==> src/rtl/conv_ctrl_pkg.sv <==
// Shared definitions for the convolution layer controller: controller states,
// default field widths and the 3x3 kernel size.
package conv_ctrl_pkg;

    localparam int DEF_WIDTH_FEATURE_SIZE = 12;
    localparam int DEF_WIDTH_CHANNEL_NUM  = 10;
    localparam int KERNEL_SIZE            = 3;

    // State encoding kept as plain constants for compatibility with older blocks
    typedef logic [2:0] conv_state_t;

    localparam conv_state_t ST_IDLE  = 3'd0;
    localparam conv_state_t ST_CHECK = 3'd1;
    localparam conv_state_t ST_MUL1  = 3'd2;
    localparam conv_state_t ST_MUL2  = 3'd3;
    localparam conv_state_t ST_LOAD  = 3'd4;
    localparam conv_state_t ST_START = 3'd5;
    localparam conv_state_t ST_RUN   = 3'd6;
    localparam conv_state_t ST_DONE  = 3'd7;

endpackage

==> src/rtl/conv_layer_beat_cnt.sv <==
// Output-beat counter with terminal-count detect and, when
// CONV_LAYER_CTRL_TIMEOUT_EN is defined, a RUN-state stall timer.
module conv_layer_beat_cnt #(
    parameter int CNT_W          = 34,
    parameter int TIMEOUT_CYCLES = 1048576
) (
    input  logic             clk,
    input  logic             rst,
    input  logic             clear,
    input  logic             run,
    input  logic             out_fire,
    input  logic [CNT_W-1:0] total,
    output logic             last_beat,
    output logic             timeout_hit
);

    logic [CNT_W-1:0] beat_cnt;

    always_ff @(posedge clk) begin
        if (rst || clear) begin
            beat_cnt <= '0;
        end else if (run && out_fire) begin
            beat_cnt <= beat_cnt + CNT_W'(1);
        end
    end

    assign last_beat = run && out_fire && (beat_cnt == total - CNT_W'(1));

`ifdef CONV_LAYER_CTRL_TIMEOUT_EN
    localparam int STALL_W = $clog2(TIMEOUT_CYCLES + 1);

    logic [STALL_W-1:0] stall_cnt;

    // Counts idle RUN cycles; the cycle that would bring it to the limit flags the timeout
    always_ff @(posedge clk) begin
        if (rst || clear) begin
            stall_cnt <= '0;
        end else if (run) begin
            stall_cnt <= out_fire ? '0 : stall_cnt + STALL_W'(1);
        end
    end

    assign timeout_hit = run && !out_fire && (stall_cnt == STALL_W'(TIMEOUT_CYCLES - 1));
`else
    assign timeout_hit = 1'b0;
`endif

endmodule

==> src/rtl/conv_layer_ctrl.sv <==
// Layer sequencer for the convolution datapath: accepts a layer descriptor,
// validates it, computes the expected output-beat total, pulses Next_Reg/Start
// and tracks output beats to Layer_Done. Optional stall timeout under
// CONV_LAYER_CTRL_TIMEOUT_EN.
//
// Handshake: a descriptor transfers on a rising edge where Cfg_Valid and
// Cfg_Ready are both high; Cfg_Ready is high only while idle, so at most one
// layer is ever in flight.
module conv_layer_ctrl
    import conv_ctrl_pkg::*;
#(
    parameter int WIDTH_FEATURE_SIZE = DEF_WIDTH_FEATURE_SIZE,
    parameter int WIDTH_CHANNEL_NUM  = DEF_WIDTH_CHANNEL_NUM,
    parameter int TIMEOUT_CYCLES     = 1048576
) (
    input  logic                          clk,
    input  logic                          rst,
    input  logic                          Cfg_Valid,
    output logic                          Cfg_Ready,
    input  logic [WIDTH_FEATURE_SIZE-1:0] Cfg_Row_Num,
    input  logic [WIDTH_CHANNEL_NUM-1:0]  Cfg_Channel_In_Num,
    input  logic                          Cfg_Padding,
    input  logic [7:0]                    Cfg_Zero_Point,
    input  logic [2:0]                    Cfg_Zero_Num,
    input  logic                          Cfg_EN_Cin_Select,
    output logic [WIDTH_FEATURE_SIZE-1:0] Row_Num_In_REG,
    output logic [WIDTH_CHANNEL_NUM-1:0]  Channel_In_Num_REG,
    output logic                          Padding_REG,
    output logic [7:0]                    Zero_Point_REG,
    output logic [2:0]                    Zero_Num_REG,
    output logic                          EN_Cin_Select_REG,
    output logic                          Next_Reg,
    output logic                          Start,
    input  logic                          Out_Fire,
    output logic                          Busy,
    output logic                          Layer_Done,
    output logic                          Cfg_Err,
    output logic                          Timeout_Err,
    output logic [2:0]                    Fsm_State
);

    localparam int CNT_W = 2*WIDTH_FEATURE_SIZE + WIDTH_CHANNEL_NUM;
    localparam int WF    = WIDTH_FEATURE_SIZE;
    localparam int WC    = WIDTH_CHANNEL_NUM;
    localparam int RW    = WF + 2;

    conv_state_t     state;
    conv_state_t     state_nxt;
    logic [RW-1:0]   row_pad_sum;
    logic [WF-1:0]   r_out_c;
    logic            cfg_illegal;
    logic            cfg_accept;
    logic [WF-1:0]   r_out;
    logic [2*WF-1:0] r_sq;
    logic [CNT_W-1:0] total;
    logic            last_beat;
    logic            timeout_hit;

    assign cfg_accept  = Cfg_Valid && (state == ST_IDLE);
    assign row_pad_sum = {2'b00, Row_Num_In_REG} + {{WF{1'b0}}, Padding_REG, 1'b0};
    assign cfg_illegal = (row_pad_sum < RW'(KERNEL_SIZE)) || (Channel_In_Num_REG == '0);
    // A legal descriptor keeps the output row count within WF bits
    assign r_out_c     = WF'(row_pad_sum - RW'(KERNEL_SIZE - 1));

    always_comb begin
        state_nxt = state;
        case (state)
            ST_IDLE:  if (Cfg_Valid) state_nxt = ST_CHECK;
            ST_CHECK: state_nxt = cfg_illegal ? ST_IDLE : ST_MUL1;
            ST_MUL1:  state_nxt = ST_MUL2;
            ST_MUL2:  state_nxt = ST_LOAD;
            ST_LOAD:  state_nxt = ST_START;
            ST_START: state_nxt = ST_RUN;
            ST_RUN: begin
                if (timeout_hit) begin
                    state_nxt = ST_IDLE;
                end else if (last_beat) begin
                    state_nxt = ST_DONE;
                end
            end
            ST_DONE:  state_nxt = ST_IDLE;
            default:  state_nxt = ST_IDLE;
        endcase
    end

    always_ff @(posedge clk) begin
        if (rst) begin
            state <= ST_IDLE;
        end else begin
            state <= state_nxt;
        end
    end

    // Descriptor fields change only on an accepted handshake
    always_ff @(posedge clk) begin
        if (rst) begin
            Row_Num_In_REG     <= '0;
            Channel_In_Num_REG <= '0;
            Padding_REG        <= 1'b0;
            Zero_Point_REG     <= '0;
            Zero_Num_REG       <= '0;
            EN_Cin_Select_REG  <= 1'b0;
        end else if (cfg_accept) begin
            Row_Num_In_REG     <= Cfg_Row_Num;
            Channel_In_Num_REG <= Cfg_Channel_In_Num;
            Padding_REG        <= Cfg_Padding;
            Zero_Point_REG     <= Cfg_Zero_Point;
            Zero_Num_REG       <= Cfg_Zero_Num;
            EN_Cin_Select_REG  <= Cfg_EN_Cin_Select;
        end
    end

    // Two-stage multiply keeps each stage to a single product
    always_ff @(posedge clk) begin
        if (rst) begin
            r_out <= '0;
            r_sq  <= '0;
            total <= '0;
        end else begin
            if (state == ST_MUL1) begin
                r_out <= r_out_c;
                r_sq  <= {{WF{1'b0}}, r_out_c} * {{WF{1'b0}}, r_out_c};
            end
            if (state == ST_MUL2) begin
                total <= {{WC{1'b0}}, r_sq} * {{2*WF{1'b0}}, Channel_In_Num_REG};
            end
        end
    end

    // A descriptor that passed the check always yields at least one output row
    always_ff @(posedge clk) begin
        if (!rst && state == ST_MUL2) begin
            assert (r_out != '0);
        end
    end

    conv_layer_beat_cnt #(
        .CNT_W          (CNT_W),
        .TIMEOUT_CYCLES (TIMEOUT_CYCLES)
    ) u_beat_cnt (
        .clk         (clk),
        .rst         (rst),
        .clear       (state == ST_START),
        .run         (state == ST_RUN),
        .out_fire    (Out_Fire),
        .total       (total),
        .last_beat   (last_beat),
        .timeout_hit (timeout_hit)
    );

    assign Cfg_Ready   = (state == ST_IDLE);
    assign Busy        = (state != ST_IDLE);
    assign Next_Reg    = (state == ST_LOAD);
    assign Start       = (state == ST_START);
    assign Layer_Done  = (state == ST_DONE);
    assign Cfg_Err     = (state == ST_CHECK) && cfg_illegal;
    assign Timeout_Err = timeout_hit;
    assign Fsm_State   = state;

endmodule
==> config.mk <==
export PLATFORM = sky130hd
export DESIGN_NAME = conv_layer_ctrl
export DESIGN_NICKNAME = d
export VERILOG_FILES = /design/src/rtl/conv_ctrl_pkg.sv /design/src/rtl/conv_layer_beat_cnt.sv /design/src/rtl/conv_layer_ctrl.sv
export SDC_FILE = /design/constraint.sdc
export NUM_CORES = 1
export LEC_CHECK = 0
export BUFFER_PORTS_ARGS = -buffer_cell sky130_fd_sc_hd__buf_2
export CORE_MARGIN = 1.5
export CORE_UTILIZATION = 40
export DETAILED_ROUTE_END_ITERATION = 6
export PLACE_DENSITY = 0.54
export SYNTH_ARGS = -nofsm -noshare
export SYNTH_HDL_FRONTEND = slang
export SYNTH_SLANG_ARGS = --single-unit
export TNS_END_PERCENT = 20
==> constraint.sdc <==
create_clock -name clk -period 21.9 [get_ports clk]
set_input_delay 0 -clock clk [delete_from_list [all_inputs] [get_ports clk]]
set_output_delay 0 -clock clk [all_outputs]
set_load 0.02 [all_outputs]
==> flow_summary.toml, run 1 <==
[worst_setup_path]
end_kind = "flop"
regToRegSetupSlack_ps = 13590
crit_type = "flop to flop"
required_ps = 22240
critPathMaxFanout = 11
r2r-end = "r_sq[22]"
rr_worst_depth = 26
startpoint_type = "flop"
r2r_start = "Row_Num_In_REG[1]"
arrival_ps = 8650

[global_route]
antenna_found_initial = 0
grtUsageTotal_pct = 20.6
grt_overflow = 0
grt_max_degree = 55
grt_pass1_vias = 14900
grt_first_pass_wirelength_um = 74200

[layout]
syn2layout_area_growth_pct = 9.96
diodes = 0
fillers = 4361
drive_gt1_share_pct = 6.98
fin_nets = 2599

[synthesis]
avgSynthCellArea_um2 = 8.25
synth_edf_count = 0
async_flop_share_pct = 0
syn_area_um2 = 17600
synth_cell_types = 76
synth_top_area_cell = "fa_1"
synth_seq_area_share_pct = 14.7
synth_area_leaders = "fa_1, dfxtp_1, ha_1, nand2_1, inv_1"
ys_seq_elements = 129
ys_warn_count = 0
ys.flop_type = "dfxtp_1"
syn_inst = 2136
synth.top_cell.area_share_pct = 28.3

[sta]
setup_ws_ps = 13590
drv_slew = 0
fin_crit_ps = 8310
max_slew_margin_pct = 19.4
final_hold_viol_count = 0
tns_ps = 0
fin_worst_skew_ps = 9.55
min_period_over_period_pct = 38.0
grt_setup_unrepaired = "false"
setup_viol = 0
tightest_slew_ps = 1210
fmax_mhz = 120

[cts]
cts.clk_slew.worst_paths_ps = 60
post_cts_buffers = 0
post_cts_resize_count = 0
clkSinkCount = 129
cts_max_level = 4
cts_tree = "yes"
holdBufCountCts = 36
cts_buffers = 17
clock_latency_ps = 450
cts_root_buf = "clkbuf_16"
clock_path_buffers = 2

[placed_design]
place_hpwl_um = 35200
routabilityCongestion = 0.879
post-place-ws_ps = 13600
port_buffers = 82

[detailed_routing]
postRouteAntennaNets = 0
wire_per_inst_um = 16.1
viasPerCell = 5.12
drt-total-wl_um = 44600
first_pass_iters = 7
drtIter0Drc = 649
drc_errors = 0
vias = 14200

[floorplan]
rows = 76
dieHeight_um = 213
initial_utilization_pct = 40.7
io-pin-count = 84
coreArea_um2 = 43300
die_x_um = 213
dieArea_um2 = 45300

[status]
status = "finished, final reports clean"

[min_path]
min_from = "Out_Fire"
holdPathStages = 4
min_to = "u_beat_cnt.beat_cnt[0]"
hp-class = "primary input to flop"

[power]
irDropWorstVdd_mv = 0.340
cellPowerDensity_nw_per_um2 = 169
leakagePower_nw = 8.98

[job]
drv_cap = 0
## power by group
part           internal (mW)  switching (mW)
clock                  0.176           0.110
sequential             0.248          0.0406
combinational           1.12            1.57
total                   1.54            1.72
## layout by cell type, fill, tap and decap left out, drive strengths merged, types with 13 or more instances in the layout
cell type,instances
nor3,23
buf,94
a21o,19
nor2,103
fa,249
a21oi,141
dlygate4sd3,36
dfxtp,129
nand3,50
xnor2,70
or3,20
xor2,50
a31oi,13
clkbuf,23
and2,132
ha,132
and3,15
nand2,348
o21ai,38
nand4,26
inv,298
nor4,13
## critical path: stages (launching register included)
cell	delay, ps
dfxtp_1	350
ha_1	290
ha_1	400
nand2_1	90
o31ai_1	470
nand2_1	260
o311ai_0	330
o31ai_1	140
xor2_1	670
nand2_1	250
fa_1	540
inv_1	50
fa_1	510
fa_1	520
fa_1	550
inv_1	60
fa_1	530
inv_1	40
ha_1	350
a21oi_1	270
nand3b_1	110
nor3_1	230
o31ai_1	170
o41ai_1	410
o21ai_0	190
xor2_1	170
a22o_1	230
## routing by layer
layer / vias up / part of all wire (%) / global-route usage [%]
li1: 6933 / - / -
met1: 7033 / 46 / 26.2
met2: 216 / 49 / 35.8
met3: 48 / 3.4 / 3.28
met4: 0 / 1.7 / 5.94
met5: - / 0 / 0
## how the worst max path moves through the flow
stage                                 start        to  slack, ps  cells after the start
after CTS                 Row_Num_In_REG[1]  r_sq[22]      13590                     28
after detailed placement        Padding_REG  r_sq[22]      13600                     28
after global placement    Row_Num_In_REG[1]  r_sq[22]      13810                     28
after global routing      Row_Num_In_REG[1]  r_sq[22]      12940                     26
final                     Row_Num_In_REG[1]  r_sq[22]      13590                     26
after floorplan           Row_Num_In_REG[1]  r_sq[22]      14190                     31
## layout make-up
cell class / count / area [µm²] / area share (%)
clock buffer: 23 / 478 / 2.47
clock inverter: 9 / 106 / 0.549
inverter: 298 / 1120 / 5.77
multi-input combinational: 1603 / 13500 / 69.6
sequential: 129 / 2580 / 13.3
tap: 585 / 732 / 3.78
timing repair buffer: 130 / 863 / 4.46
## cell usage after synthesis, types with 5 or more instances
cell type and count:
nand2_1 348, inv_1 298, fa_1 249, a21oi_1 141
ha_1 132, and2_1 131, dfxtp_1 129, nor2_1 103
clkbuf_1 100, xnor2_1 70, nand3_1 50, xor2_1 50
o21ai_0 38, nand4_1 26, nor3_1 22, a21o_1 19
or3_1 16, and3_1 14, a31oi_1 13, mux2i_1 12
nor4_1 11, a211oi_1 10, nand3b_1 10, o211ai_1 10
nor2b_1 9, o31ai_1 8, and4_1 7, o21bai_1 7
or2_2 7, nor4b_1 6, buf_4 5, nand2b_1 5
## registers in the layout, summed over array words and instances (netlist names)
name                 cells
EN_Cin_Select_REG        1
Channel_In_Num_REG      10
Fsm_State                3
r_sq                    23
Zero_Num_REG             3
total                   34
Row_Num_In_REG          12
u_beat_cnt.beat_cnt     34
Zero_Point_REG           8
Padding_REG              1
## cells by family (layout without fill, tap and decap cells)
kind of cell	count (synthesis)	in the layout	synth area share, %
mux	15	15	0.873
fa+ha+maj	381	381	37.7
buf+inv	407	460	8.84
compound gates	290	290	10.0
simple gates	792	792	22.0
xor+xnor	120	120	5.97
flops	129	129	14.7
other cells	2	5	0.0426
## per-stage QoR
stage          hold WS (ps)  power, mW  instance area (µm²)  cells  utilization, %
2_1_floorplan           136       2.43                17600   2139               -
3_3_place_gp            240       2.95                18400   2709            42.6
3_5_place_dp            248       2.98                18400   2709            42.6
4_1_cts                 178       3.30                19400   2777            44.8
5_1_grt                 240       3.71                19400   2777            44.8
6_report                199       3.27                19400   2777            44.8
(Power assumes the default switching activity.)
==> run 2, diff against run 1 <==
PLACE_DENSITY = 0.56   (was 0.54)
clock period = 7.3 ns   (was 21.9 ns; I/O delays follow)
==> run 2 against run 1 <==
  * Via count rose by 1.7%
  * Worst setup slack got worse by 13000 ps
  * First-iteration DRC count rose by 12%
  * Hold slack got worse by 65 ps
  * Flip-flop and latch count did not move
  * Clock skew rose by 5.8 ps
  * Utilization rose by 0.88 points
  * Cell area rose by 2.0%
  * Maximum frequency rose by 18%
  * Critical endpoint unchanged
  * Highest routed layer unchanged
==> flow_summary.toml, run 2 (same netlist as run 1, synthesis figures left out) <==
[worst_setup_path]
r2r-end = "r_sq[22]"
critPathMaxFanout = 8
regToRegSetupSlack_ps = 230
rr_worst_depth = 28
crit_path_top_delay_cell = "fa_1"
arrival_ps = 7430
required_ps = 7660
r2r_start = "Row_Num_In_REG[1]"
cpPeakStageDelay_ps = 530
startpoint_type = "flop"
cp_common_cell = "fa_1"
end_kind = "flop"
crit_type = "flop to flop"

[cts]
cts.clk_slew.worst_paths_ps = 70
clock_path_buffers = 2
clock_latency_ps = 460
cts_buffers = 17
cts_tree = "yes"
clkSinkCount = 129
cts_root_buf = "clkbuf_16"
cts_max_level = 4

[placed_design]
routabilityCongestion = 0.953
place_hpwl_um = 36700
post-place-ws_ps = -95.8
port_buffers = 82
placed_cell_area_um2 = 18700

[global_route]
grtUsageTotal_pct = 21.7
antenna_found_initial = 0
gr-usage-met1_pct = 28.7
met2_usage_pct = 36.8
use_met3_pct = 3.74
grt_first_pass_wirelength_um = 77300
grt_overflow = 0
grt_max_degree = 62
top_usage_layer = "met2"
grt_pass1_vias = 15200

[layout]
drive_gt1_share_pct = 9.52
syn2layout_area_growth_pct = 12.1
final_common_cell = "nand2_1"
reg.largest.list = "total: 34 flops, u_beat_cnt.beat_cnt: 34 flops, r_sq: 23 flops"
diodes = 0
utilization_pct = 45.7
final_cell_mix = "nand2_1, inv_1, fa_1"
fin_area_um2 = 19800
fin_nets = 2635

[sta]
final_hold_viol_count = 0
timing.hold.ws_ps = 134
setup_ws_ps = 228
tightest_slew_ps = 1330
min_period_over_period_pct = 96.9
drv_slew = 0
fmax_mhz = 141
max_slew_margin_pct = 11.4
fin_worst_skew_ps = 15.3
setup_viol = 0
fin_crit_ps = 7070

[floorplan]
rows = 76
die_x_um = 213
dieHeight_um = 213
coreArea_um2 = 43300
io-pin-count = 84
initial_utilization_pct = 40.7
dieArea_um2 = 45300

[detailed_routing]
drc_errors = 0
vias = 14500
wire_per_inst_um = 16.5
drtIter0Drc = 727
postRouteAntennaNets = 0
first_pass_iters = 5
drt-total-wl_um = 46300
viasPerCell = 5.15

[min_path]
min_to = "Fsm_State[0]"
holdPathStages = 4
hp-class = "primary input to flop"
min_from = "Cfg_Valid"

[job]
drv_cap = 0

[status]
status = "finished, final reports clean"
## run 2: metrics by stage
stage / instances / setup TNS, ps
2_1_floorplan: 2139 / 0
3_3_place_gp: 2742 / 0
3_5_place_dp: 2742 / -95.8
4_1_cts: 2809 / 0
5_1_grt: 2812 / -162
6_report: 2812 / 0
## run 2: how the worst max path moves through the flow
stage / from / to / slack [ps] / cells past startpoint
detailed placement: Row_Num_In_REG[1] / r_sq[22] / -100 / 29
CTS: Row_Num_In_REG[1] / r_sq[22] / 30 / 29
floorplan: Row_Num_In_REG[1] / r_sq[22] / 30 / 31
global route: Row_Num_In_REG[1] / r_sq[20] / -60 / 30
finish: Row_Num_In_REG[1] / r_sq[22] / 230 / 28
global placement: Row_Num_In_REG[1] / r_sq[22] / 90 / 29
## run 2: what timing repair did
action                     in CTS  in global routing
resized for setup               1                 24
gates cloned                    0                  0
hold buffers                   36                  0
setup endpoints to repair       1                  8
buffers inserted                0                  3
pin swaps                       1                 12
hold endpoints to repair       61                  0
## run 2: final cells by class
| class | instances | area (µm²) |
|---|---|---|
| clock buffers | 20 | 457 |
| inverters | 298 | 1120 |
| repair buffers | 166 | 1130 |
| fillers | 4330 | 23500 |
| clock inverters | 11 | 81.3 |
| multi-input cells | 1603 | 13600 |
| well taps | 585 | 732 |
| flip-flops and latches | 129 | 2580 |
## run 2: per-layer routing
layer	up-vias	wire, µm
met3	42	2290
li1	7000	-
met2	314	21700
met5	-	0
met4	0	754
met1	7120	21600
## run 2: critical path: cells and delay by family (launching register included)
kind / cells / cell delay [ps]
compound gates: 7 / 1370
xor+xnor: 2 / 320
fa+ha+maj: 8 / 3170
buf+inv: 5 / 380
flops: 1 / 340
simple gates: 6 / 1390
Power of run 2 is left out: the tool's default activity adds up to more than one toggle a clock period on the data nets, which glitch-free logic cannot reach.
